### src/rtl/mod5_job_sequencer.sv
// mod5_job_sequencer: buffers bytes and runs them one at a time through the serial mod-5 core, with a hung-core timeout
module mod5_job_sequencer #(
    parameter int DEPTH   = 4,
    parameter int TIMEOUT = 32
) (
    input  logic                     clk,
    input  logic                     reset,
    input  logic                     in_valid,
    output logic                     in_ready,
    input  logic [7:0]               in_data,
    output logic                     core_start,
    output logic [7:0]               core_data,
    input  logic                     core_done,
    input  logic [3:0]               core_mod,
    output logic                     out_valid,
    input  logic                     out_ready,
    output logic [7:0]               out_data,
    output logic [3:0]               out_mod,
    output logic                     out_err,
    output logic                     busy,
    output logic [$clog2(DEPTH):0]   count
);
    localparam int AW = $clog2(DEPTH);
    localparam logic [AW:0] FULL = (AW+1)'(DEPTH);
    localparam logic [7:0] TLAST = 8'(TIMEOUT - 1);

    typedef enum logic [1:0] {IDLE, LAUNCH, WAIT, HOLD} state_t;

    state_t state, next_state;
    logic [7:0] mem [DEPTH];
    logic [AW-1:0] wr_ptr, rd_ptr;
    logic [7:0] timer;
    logic push, pop, finish;

    // state register
    always_ff @(posedge clk)
        state <= reset ? IDLE : next_state;

    // next state: one job in flight; a Done in the last timeout cycle still counts as success
    always_comb begin
        next_state = state;
        case (state)
            IDLE:    next_state = |count ? LAUNCH : IDLE;
            LAUNCH:  next_state = WAIT;
            WAIT:    next_state = finish ? HOLD : WAIT;
            HOLD:    next_state = out_ready ? IDLE : HOLD;
            default: next_state = IDLE;
        endcase
    end

    // outputs and handshakes decoded from state and occupancy
    always_comb begin
        core_start = state == LAUNCH;
        out_valid  = state == HOLD;
        busy       = state != IDLE;
        in_ready   = count != FULL;
        push       = in_valid && in_ready;
        pop        = state == IDLE && |count;
        finish     = core_done || timer == TLAST;
    end

    // FIFO storage; occupancy alone decides which entries are meaningful
    always_ff @(posedge clk)
        if (push) mem[wr_ptr] <= in_data;

    // FIFO pointers wrap naturally at DEPTH; a simultaneous push and pop leaves count unchanged
    always_ff @(posedge clk) begin
        if (reset) begin
            wr_ptr <= '0;
            rd_ptr <= '0;
            count  <= '0;
        end else begin
            if (push) wr_ptr <= wr_ptr + 1'b1;
            if (pop) rd_ptr <= rd_ptr + 1'b1;
            count <= count + (AW+1)'(push) - (AW+1)'(pop);
        end
    end

    // job datapath: core_data doubles as the job register and only changes on a pop
    always_ff @(posedge clk) begin
        if (reset) begin
            core_data <= '0;
            timer     <= '0;
            out_data  <= '0;
            out_mod   <= '0;
            out_err   <= 1'b0;
        end else begin
            if (pop) core_data <= mem[rd_ptr];
            if (state == LAUNCH) timer <= '0;
            if (state == WAIT) begin
                timer <= timer + 1'b1;
                if (finish) begin
                    out_data <= core_data;
                    out_mod  <= core_done ? core_mod : 4'd0;
                    out_err  <= !core_done;
                end
            end
        end
    end
endmodule

### config.mk
export PLATFORM = sky130hd
export DESIGN_NAME = mod5_job_sequencer
export DESIGN_NICKNAME = d
export VERILOG_FILES = /design/src/rtl/mod5_job_sequencer.sv
export SDC_FILE = /design/constraint.sdc
export NUM_CORES = 1
export LEC_CHECK = 0
export ABC_AREA = 1
export CAP_MARGIN = 0
export CELL_PAD_IN_SITES_DETAIL_PLACEMENT = 0
export CELL_PAD_IN_SITES_GLOBAL_PLACEMENT = 1
export CORE_AREA = 2 2 85 87
export CTS_CLUSTER_SIZE = 24
export DETAILED_ROUTE_END_ITERATION = 10
export DIE_AREA = 0 0 87 89
export HOLD_SLACK_MARGIN = 0.08
export PLACE_DENSITY = 0.78
export SYNTH_ARGS = -nofsm -noshare
export SYNTH_HDL_FRONTEND = slang
export SYNTH_SLANG_ARGS = --single-unit
### constraint.sdc
create_clock -name clk -period 3.11 [get_ports clk]
set_input_delay 0.622 -clock clk [delete_from_list [all_inputs] [get_ports clk]]
set_output_delay 0.622 -clock clk [all_outputs]
set_load 0.05 [all_outputs]
Yosys cells after proc, flatten, opt, wreduce, memory -nomap -nowiden

Memories as Yosys holds them, arrays and structs flattened. A register that Yosys moved wholly into a read port is not among the register bits.
Index checks and enable logic that the tools add are counted.

RAM bits: 32
Input port bits: 17
Memories: 1
Bits in registers: 30
Output and inout port bits: 28
Word-level logic and storage cells: 37

Reduce and logical (&&, ||, !) cells: 9
$add $sub $neg: 5
Equality and inequality tests: 5
Muxes and demuxes: 9

Memories:

| memory | depth | width | rd ports | clocked after Yosys merged registers in | wr ports | RTL line | RTL |
|---|---|---|---|---|---|---|---|
| mem    | 4     | 8     | 1        | 1                                       | 1        | 30       | `logic [7:0] mem [DEPTH];` |

Operator list:

| operator                                            | number |
|---|---|
| two-way mux 8 bit                                   | 2 |
| adder 8 x 1 -> 8 bit, second input constant         | 1 |
| equality test 8 x 5 -> 1 bit, second input constant | 1 |
| case mux 2 bit (4 select lines)                     | 1 |
| adder 2 x 1 -> 2 bit, second input constant         | 2 |
| equality test 2 bit, second input constant          | 2 |
| two-way mux 1 bit                                   | 4 |
| two-way mux 4 bit                                   | 1 |
| nonzero test 2 bit                                  | 2 |
| adder 3 x 1 -> 3 bit                                | 1 |
| inequality test 3 bit, second input constant        | 1 |
| OR reduction 3 bit                                  | 1 |
| subtractor 3 x 1 -> 3 bit                           | 1 |
| equality test 2 x 1 -> 1 bit, second input constant | 1 |
| logical AND 1 bit                                   | 2 |
| logical NOT 2 bit                                   | 1 |
| two-way mux 2 bit                                   | 1 |
| AND reduction 2 bit                                 | 1 |
| logical NOT 1 bit                                   | 1 |
| logical OR 1 bit                                    | 1 |

Depth between registers and ports, before layout

Gate-level depths: netlist (run 1).

Word-level depth: 4
Gate-level depth with buffers: 12
Mapped depth without buffers: 12

Least setup slack after synthesis (run 1)

No wires, ideal clock.

Kind: flip-flop to flip-flop
Start point: reg count[2]
End point: reg count[2]
Cell stages (with the launch flop): 11
Required time: 3.040 ns
Setup slack: 0.413 ns
Arrival time: 2.627 ns
Buffers on the path: 0
Period minus slack after synthesis: 2.697 ns
Setup time: 0.070 ns
Cell sequence: dfxtp_1 > nand3_1 > nand2_1 > ha_1 > inv_1 > ha_1 > inv_1 > fa_1 > inv_1 > o21ai_0 > a21oi_1

Longest elaborated chain between the ends: 4
Elaborated cells between the ends (all ways): 6
Those cells by class: 2 x add/sub; 1 x eq/ne; 3 x reduce/logical

Ends and longest elaborated chain:

| what                      | RTL line | RTL |
|---|---|---|
| from (decl)               | 21       | `output logic [$clog2(DEPTH):0] count` |
| from (signal assigned)    | 75       | `count <= count + (AW+1)'(push) - (AW+1)'(pop);` |
| inequality test 3 bit     | 56       | `in_ready = count != FULL;` |
| via in_ready              | 9        | `output logic in_ready,` |
| logical AND 1 bit         | 57       | `push = in_valid && in_ready;` |
| adder 3 x 1 -> 3 bit      | 75       |  |
| subtractor 3 x 1 -> 3 bit | 75       |  |

The timed path passes the listed nets, and every way through them passes these cells.
A chain may end at the register's enable or synchronous reset.

Worst setup path after layout (run 1)

Start point: reg state[1]
End point: out busy

Longest elaborated chain between the ends: 1

Ends and longest elaborated chain:

| what                   | RTL line | RTL |
|---|---|---|
| from (decl)            | 29       | `state_t state, next_state;` |
| from (signal assigned) | 37       | `state <= reset ? IDLE : next_state;` |
| nonzero test 2 bit     | 55       | `busy = state != IDLE;` |
| to (decl)              | 20       | `output logic busy,` |

No other way between the ends.

==> results of run 1 <==
routing by layer:
metal  wire [µm]  vias to the layer above  track usage, %
met5           0                        -               0
met4          51                        0            5.97
met1        2540                      979            18.7
li1            -                     1086               -
met3         340                        5            6.56
met2        2640                       50            26.2
power groups by stage:
stage               logic (W)  clock network [W]  registers (W)
finish                0.00121           0.000803        0.00125
global route          0.00135           0.000862        0.00128
CTS                   0.00122           0.000825        0.00126
detailed placement    0.00122                  0        0.00128
global placement      0.00121                  0        0.00128
floorplan            0.000646                  0        0.00149
synthesized netlist by cell type, drive strengths merged:
cell type / number / area share (%)
xnor2: 1 / 0.30
dfxtp: 38 / 26
nor2: 48 / 6.5
nand3b: 1 / 0.26
inv: 32 / 4.2
a31oi: 1 / 0.22
ha: 12 / 5.2
o21bai: 1 / 0.26
fa: 1 / 0.69
o21ai: 32 / 5.6
nand2: 32 / 4.7
edfxtp: 32 / 33
nor3: 5 / 1.2
clkbuf: 2 / 0.30
nand3: 17 / 3.3
a21oi: 24 / 4.2
o22ai: 8 / 1.7
buf: 7 / 1.7
path summary, 6_finish.rpt:
kind | end | slack [ns]
setup / recovery | busy | 0.59
hold / removal | out_mod[2]$_SDFFE_PP0P_ | 0.48
setup reg to reg | count[2]$_SDFF_PP0_ | 0.90
hold reg to reg | out_mod[2]$_SDFFE_PP0P_ | 0.48
registers in the layout, indices dropped and copies added (netlist names):
signal,flops
wr_ptr,2
out_mod,4
out_data,8
timer,8
state,2
core_data,8
count,3
out_err,1
mem,32
rd_ptr,2
kinds of logic (layout without fill, tap and decap cells):
kind of cell	after synthesis	in the layout
compound gates	66	66
xor+xnor	1	1
fa+ha+maj	13	13
buf+inv	41	95
flops	70	70
simple gates	103	103
per-stage QoR:
step,util (%),worst slack (ns),cell area (µm²),total power (W)
4_1_cts,53.7,0.552,3610,0.00331
6_report,53.7,0.590,3610,0.00327
3_3_place_gp,50.4,0.608,3390,0.00248
5_1_grt,53.7,0.483,3610,0.00349
2_1_floorplan,-,0.413,2880,0.00214
3_5_place_dp,50.4,0.572,3390,0.00250
final cells by class:
| cell class | instances | area [µm²] | area share, % |
|---|---|---|---|
| Timing Repair Buffer | 47 | 463 | 12.8 |
| Multi-Input combinational cell | 183 | 983 | 27.2 |
| Clock buffer | 9 | 124 | 3.43 |
| Clock inverter | 7 | 98.8 | 2.74 |
| Sequential cell | 70 | 1720 | 47.7 |
| Inverter | 32 | 120 | 3.33 |
| Tap cell | 80 | 100 | 2.77 |
worst max-delay path, delay by kind of cell (launching register included):
kind | cells | cell delay [ns]
DFF | 1 | 0.40
adders and majority gates | 1 | 0.21
buffers and inverters | 3 | 0.95
placed cells by master (no fill, tap or decap), types with 9 or more instances in the layout:
master,n
nor2_1,45
clkdlybuf4s50_1,44
dfxtp_1,38
o21ai_0,32
edfxtp_1,32
inv_1,31
nand2_1,28
a21oi_1,24
nand3_1,15
ha_1,12
clkbuf_8,9
==> results.tsv, run 1 <==
stage	metric	value	unit
final_layout	Syn-to-layout area delta	25.3	%
power_and_ir_drop	power density over the cells	905	nW/µm²
power_and_ir_drop	Gate power share	37.1	%
route	Iteration-0 DRC Markers	84	
final_layout	# fillers	611	
floorplanning	Core ar.	6720	µm²
floorplanning	Top Ports	45	
route	DRC Markers	0	
timing	worst hold slack	0.483	ns
clock_network	CTS tree	yes	
critical_path	CP required	2.49	ns
floorplanning	row count	30	
yosys	Mapped Cells	294	
critical_path	critical-path cell list	inv_1 > ha_1 > inv_1 > clkdlybuf4s50_1	
critical_path	slowest stage delay, CP	0.79	ns
status	run status	finished, final reports clean	
timing	Max Fclk	0.397	GHz
global_routing	grt total ovfl	0	
job	Max Cap Viol	0	
yosys	largest family of logic cells by synthesized area	simple AND/OR/NAND/NOR gates	
hold_path	Worst Hold Class	flip-flop to flip-flop	
critical_path	CP Launch Point	state[1]$_SDFF_PP0_	
power_and_ir_drop	clock network power share	24.6	%
clock_network	Clock Path Buffers	2	
critical_path	Setup crit end kind	output port	
timing	Final Max Tran Viols	0	
yosys	Post-Synth Simple-Gate Area	16.0	%
yosys	Mapped Avg Cell Area	9.81	µm²
yosys	Mapped Nets	324	
global_routing	vias in the first global route	1988	
yosys	Post-Syn Area	2880	µm²
placement	port bufs	44	
final_layout	layout cells sized above 1	8.91	%
critical_path	most frequent CP cell	inv_1	
hold_path	hold-critical path depth	2	
route	Via density	4.95	
yosys	synth unique cells	28	
clock_network	root buffer cell	clkbuf_8	
power_and_ir_drop	Switching Share	39.6	%
power_and_ir_drop	Max VDD drop	397	µV
floorplanning	die footprint	7740	µm²
route	drt pass-1 iters	4	
critical_path	worst reg2reg path depth	12	
critical_path	Crit Path Class	flip-flop to output port	
clock_network	Post-CTS Resized	0	
clock_network	CTS buffer count	9	
clock_network	Clock Latency Late Sink	0.35	ns
placement	GP Congestion	0.729	
floorplanning	die width	87	µm
power_and_ir_drop	internal power	0.00197	W
timing	Total Neg Setup Slack	0	ns
placement	post-DP HPWL	3830	µm
yosys	XOR/XNOR Fraction of Synth Area	0.304	%
global_routing	largest net degree at the start of global routing	19	
yosys	Synth Area in Adders	5.90	%
final_layout	fin cells	428	
route	Routed WL per cell	13.0	µm
hold_path	min-delay src	out_mod[2]$_SDFFE_PP0P_	
clock_network	Reg clk slew, reported paths	0.08	ns
timing	time the worst path needs with I/O delays and setup	2.52	ns
clock_network	clk sinks	70	
clock_network	H-tree depth	3	
timing	Setup-failing EPs final	0	
route	routed wire length	5570	µm
critical_path	slowest cell on the critical path	clkdlybuf4s50_1	
placement	Cells after DPL	412	
critical_path	crit path max fanout	5	
timing	Final Hold Violating Endpoints	0	
global_routing	Total GRT Usage	15.9	%
clock_network	Post-CTS Setup Inserts	0	
critical_path	crit path DAT	1.90	ns
yosys	Yosys warnings	0	
critical_path	worst reg2reg path startpoint	state[1]$_SDFF_PP0_	
critical_path	Worst setup SP type	flip-flop	
global_routing	first-pass GRT wire length	9260	µm
floorplanning	die height	89	µm
final_layout	antenna cell count	0	
route	Final ANT Viol Nets	0	
floorplanning	Initial Util	42.9	%
yosys	Synth Area in Compound Gates	11.9	%
yosys	Seq/Total Area, Yosys	59.7	%
timing	clock skew	0.00473	ns
global_routing	initial antenna violation count	0	
timing	Final period util	81.0	%
final_layout	final net count	373	
timing	unrepaired setup endpoints after global routing	no	
clock_network	hold_buf cts	0	
timing	Slew HR	50.8	%
yosys	register bit count reported by yosys	70	
power_and_ir_drop	Sw Pwr	0.00129	W
power_and_ir_drop	Pleak	1.34	nW
timing	Tightest Pin Transition	0.735	ns
power_and_ir_drop	sequential share of power	38.4	%
yosys	mux share of post-synthesis cell area	0	%
route	via count	2120	
Power figures use the tool's default switching activity.
==> run 2, diff against run 1 <==
CORE_AREA = 2 2 92 94   (was 2 2 85 87)
DIE_AREA = 0 0 94 96   (was 0 0 87 89)
PLACE_DENSITY = 0.7   (was 0.78)
clock period = 2.28 ns   (was 3.11 ns; I/O delays follow)
==> run 2 against run 1 <==
Final area grew 1.7%. Largest cell class unchanged. Sequential cell count is the same. Clock skew up 0.0060 ns. Sequential power up 34%. Highest routed layer unchanged. Global-route usage down 2.5 points. Worst setup slack got worse by 0.44 ns. Worst hold slack worse by 0.0018 ns.
==> results.tsv, run 2 (same netlist as run 1, synthesis figures left out) <==
stage	metric	value	unit
final_layout	final net count	379	
critical_path	slowest stage delay, CP	0.80	ns
global_routing	grt total ovfl	0	
timing	Final period util	93.4	%
power_and_ir_drop	Pleak	1.37	nW
status	run status	finished, final reports clean	
critical_path	critical-path cell list	inv_1 > nand3_2 > clkdlybuf4s50_1	
critical_path	Setup crit end kind	output port	
floorplanning	Initial Util	35.8	%
floorplanning	die height	96	µm
placement	GP Congestion	0.752	
clock_network	Clock Path Buffers	2	
critical_path	slowest cell on the critical path	clkdlybuf4s50_1	
final_layout	Reg with most FFs	mem	
floorplanning	Top Ports	45	
global_routing	vias in the first global route	1953	
timing	Slew HR	65.4	%
final_layout	antenna cell count	0	
timing	Max Fclk	0.470	GHz
clock_network	CTS tree	yes	
critical_path	CP required	1.82	ns
critical_path	crit path max fanout	4	
route	Via density	4.58	
power_and_ir_drop	clock network power share	22.2	%
floorplanning	die footprint	9020	µm²
clock_network	root buffer cell	clkbuf_8	
clock_network	CTS buffer count	9	
route	Final ANT Viol Nets	0	
power_and_ir_drop	sequential share of power	38.2	%
placement	DP Area	3470	µm²
job	Max Cap Viol	0	
final_layout	# fillers	806	
final_layout	most common cell after layout, fill and taps aside	nor2_1	
global_routing	largest net degree at the start of global routing	19	
route	routed wire length	5570	µm
critical_path	buffers plus inverters on the worst setup path	2	
route	via count	2101	
route	Iteration-0 DRC Markers	49	
timing	unrepaired setup endpoints after global routing	no	
hold_path	Worst Hold Class	flip-flop to flip-flop	
final_layout	multi-input logic area	988	µm²
floorplanning	die width	94	µm
critical_path	Top Family by Delay on Critical Path	buffers and inverters	
timing	Final Hold Violating Endpoints	0	
clock_network	Post-CTS Resized	0	
clock_network	H-tree depth	3	
final_layout	fin util	45.6	%
floorplanning	row count	33	
route	DRC Markers	0	
timing	Final Max Tran Viols	0	
clock_network	Post-CTS Setup Inserts	0	
critical_path	Worst setup SP type	flip-flop	
final_layout	Final Instance Area	3670	µm²
placement	port bufs	44	
final_layout	layout cells sized above 1	12.1	%
final_layout	Syn-to-layout area delta	27.3	%
timing	Setup-failing EPs final	0	
timing	time the worst path needs with I/O delays and setup	2.13	ns
clock_network	clk sinks	70	
power_and_ir_drop	internal power	0.00262	W
clock_network	Reg clk slew, reported paths	0.08	ns
global_routing	Total GRT Usage	13.4	%
critical_path	Crit Path Class	flip-flop to output port	
timing	Tightest Pin Transition	0.518	ns
route	Routed WL per cell	12.1	µm
final_layout	number of flip-flops in the largest register	32	
critical_path	crit path DAT	1.67	ns
timing	Total Neg Setup Slack	0	ns
clock_network	hold_buf cts	0	
global_routing	initial antenna violation count	0	
clock_network	Clock Latency Late Sink	0.34	ns
power_and_ir_drop	Final Power	0.00440	W
timing	clock skew	0.0108	ns
route	drt pass-1 iters	4	
power_and_ir_drop	Sw Pwr	0.00177	W
floorplanning	Core ar.	8050	µm²
power_and_ir_drop	Gate power share	39.6	%
final_layout	commonest non-fill, non-tap cells in the layout	nor2_1, clkdlybuf4s50_1, dfxtp_1	
placement	post-DP HPWL	3950	µm
final_layout	Register Area	1730	µm²
power_and_ir_drop	Switching Share	40.3	%
global_routing	first-pass GRT wire length	9220	µm
power_and_ir_drop	power density over the cells	1200	nW/µm²
power_and_ir_drop	Max VDD drop	426	µV
[run 2: cell count changes in the layout (fill, tap and decap cells not counted), moves of 2 or more]
cell,previous run,this run
buf_4,3,10
clkdlybuf4s50_1,44,42
clkinv_4,3,0
inv_6,0,2
dfxtp_1,38,33
dfxtp_2,0,5
[run 2: final timing paths]
path	start	to	slack, ns	cells after the start
min reg2reg	out_mod[1]$_SDFFE_PP0P_	out_mod[1]$_SDFFE_PP0P_	0.48	2
max reg2reg	state[0]$_SDFF_PP0_	count[2]$_SDFF_PP0_	0.24	12
max	count[1]$_SDFF_PP0_	in_ready	0.15	3
min	out_mod[1]$_SDFFE_PP0P_	out_mod[1]$_SDFFE_PP0P_	0.48	2
[run 2: routing by layer]
metal  vias to the layer above  wire [µm]  GRT usage [%]
met5                         -          0              0
met4                         0        102           5.43
met3                        11        218           3.52
met2                        36       2700           23.1
met1                       955       2550           16.1
li1                       1099          -              -
[run 2: power by group through the flow]
stage,Sequential (W),Clock (W),Combinational [W]
2_1_floorplan,0.00204,0,0.000885
5_1_grt,0.00170,0.00108,0.00195
3_3_place_gp,0.00171,0,0.00176
3_5_place_dp,0.00171,0,0.00177
4_1_cts,0.00168,0.00101,0.00177
6_report,0.00168,0.000976,0.00174
[run 2: metrics by stage]
stage / cells / hold slack [ns] / worst slack, ns
CTS: 459 / 0.485 / 0.0467
global route: 459 / 0.502 / 0.0197
detailed placement: 443 / 0.474 / 0.0422
finish: 459 / 0.481 / 0.151
global placement: 443 / 0.467 / 0.0903
floorplan: 294 / 0.461 / 0.0275
[run 2: layout make-up]
| type | count | share of cell area [%] |
|---|---|---|
| Tap cell | 105 | 3.58 |
| Multi-Input combinational cell | 183 | 26.9 |
| Clock buffer | 9 | 3.37 |
| Sequential cell | 70 | 47.1 |
| Clock inverter | 7 | 1.94 |
| Timing Repair Buffer | 53 | 13.8 |
| Inverter | 32 | 3.27 |
[run 2: tightest hold or removal path, stage by stage, from the launching register on]
cell and delay (ns):
dfxtp_1 0.31, nand3_1 0.07, a21oi_1 0.05
==> run 3, diff against run 2 <==
CTS_CLUSTER_DIAMETER = 60   (was default)
==> results of run 3 <==
Same layout as run 2: the final DEF is identical, and so are final timing and power.
==> patch, RTL diff (settings of run 2) <==
Re-encode `state_t` (4 states) as one-hot, 4 bits wide.
--- a/src/rtl/mod5_job_sequencer.sv
+++ b/src/rtl/mod5_job_sequencer.sv
@@ -24,7 +24,7 @@
     localparam logic [AW:0] FULL = (AW+1)'(DEPTH);
     localparam logic [7:0] TLAST = 8'(TIMEOUT - 1);
 
-    typedef enum logic [1:0] {IDLE, LAUNCH, WAIT, HOLD} state_t;
+    typedef enum logic [3:0] {IDLE = 4'b0001, LAUNCH = 4'b0010, WAIT = 4'b0100, HOLD = 4'b1000} state_t;
 
     state_t state, next_state;
     logic [7:0] mem [DEPTH];
Formal check against the unedited RTL: same outputs for any inputs over 10 cycles, from zero or initial values and one cycle with reset high; not proved beyond that.
==> patch against run 2 <==
- total power shrank 5.3%
- global-route usage grew 0.94 points
- synthesized area grew 4.0%
- register-to-register slack gained 50 ps
- final area grew 3.2%
- count of clock-buffer cells in the layout is the same
- setup slack lost 7.5 ps
- critical path depth is the same
- wire length grew 6.5%
- sequential cell count grew 2
- fmax shrank 0.35%
==> patch: results (changes against run 2) <==
- Status: completed
- Setup WS pre-CTS: 88.7 ps (+46.5 ps)
- Pre-Repair DR Iteration Count: 4 (unchanged)
- Hold Path Class: reg2reg
- Clock skew: 7.65 ps (-3.12 ps)
- Post-Synth XOR/XNOR Area: 0.00876 (+0.00573)
- Fin nets: 403 (+6.3%)
- Fill cell count: 781 (-3.1%)
- GRT Util Overall: 0.144 (+0.00940)
- Mapped Nets: 350 (+8.0%)
- Syn Inst Count: 325 (+11%)
- Vias in the first global route: 2110 (+8.0%)
- Synth Area in Compound Gates: 0.119 (-0.000827)
- LEAKAGE: 0.00143 µW (+4.5%)
- Final Non-Filler Cells: 488 (+6.3%)
- Root Buffer: clkbuf_8
- Worst-Margin Slew: 567 ps (+48.8 ps)
- Netlist cell types: 25 (-11%)
- Inst Count DP: 472 (+6.5%)
- Synth top cells by count: nor2_1 (61), nand2_1 (43), dfxtp_1 (40)
- Hold Slack: 463 ps (-18.0 ps)
- Ant diodes: 0 (unchanged)
- Cell family with the largest share of critical-path delay: buffers and inverters
- Post-synth EDFFs: 32 (unchanged)
- Worst Reg-to-Reg Cells: 11 (-1)
- HP Start: out_mod[2]
- Top post-synthesis cells by area: edfxtp_1 (32%), dfxtp_1 (27%), nor2_1 (7.6%)
- Worst hold endpoint: out_mod[2]
- First-pass GRT wire length: 9860 µm (+7.0%)
- Critical Path Fanout Max: 3 (-1)
- Period minus WS final: 2140 ps (+7.53 ps)
- Peak supply drop: 0.000427 V (about the same)
- RR Endpoint: count[2]
- Placer Congestion: 0.741 (-1.4%)
- Aggregate routed wire length: 5930 µm (+6.5%)
- R2R setup slack: 290 ps (+50 ps)
- Post-DP HPWL: 4170 µm (+5.4%)
- Adder-cell share of the synthesized area: 0.0359 (-0.0231)
- Largest net degree at the start of global routing: 21 (+2)
- PortBufs: 44 (unchanged)
- Seq/Total Area, Yosys: 0.588 (-0.00958)
- Layout cells sized above 1: 0.123 (+0.00125)
- CP endpoint: busy
- R2r startpoint: state[2]
- Vias per cell: 4.54 (-0.79%)
- Placed inst area: 3590 µm² (+3.4%)
- DR iter-0 viols: 69 (+41%)
[patch: cell types whose count changed in the layout (fill, tap and decap cells not counted), moves of 4 or more]
cell,before,now
nor2_1,45,61
nand2_1,28,43
o22ai_1,8,0
o21ai_0,32,39
ha_1,12,7
dfxtp_1,33,37
[patch: cell type report]
type                            instances  area (µm²)  area share
Clock inverter                          7        78.8      0.0208
Sequential cell                        72        1770       0.466
Multi-Input combinational cell        208        1040       0.275
Tap cell                              105         131      0.0347
Clock buffer                            9         124      0.0327
Timing Repair Buffer                   54         523       0.138
Inverter                               33         124      0.0327
[patch: power by group]
part / switching (µW) / total, µW / internal (µW)
registers: 157 / 1700 / 1550
logic: 960 / 1460 / 495
clock network: 493 / 1010 / 516
[patch: layer usage]
layer / vias up / wire (µm) / GRT usage
li1: 1169 / - / -
met4: 0 / 86 / 0.0652
met3: 9 / 280 / 0.0305
met2: 43 / 2800 / 0.237
met1: 995 / 2770 / 0.182
met5: - / 0 / 0
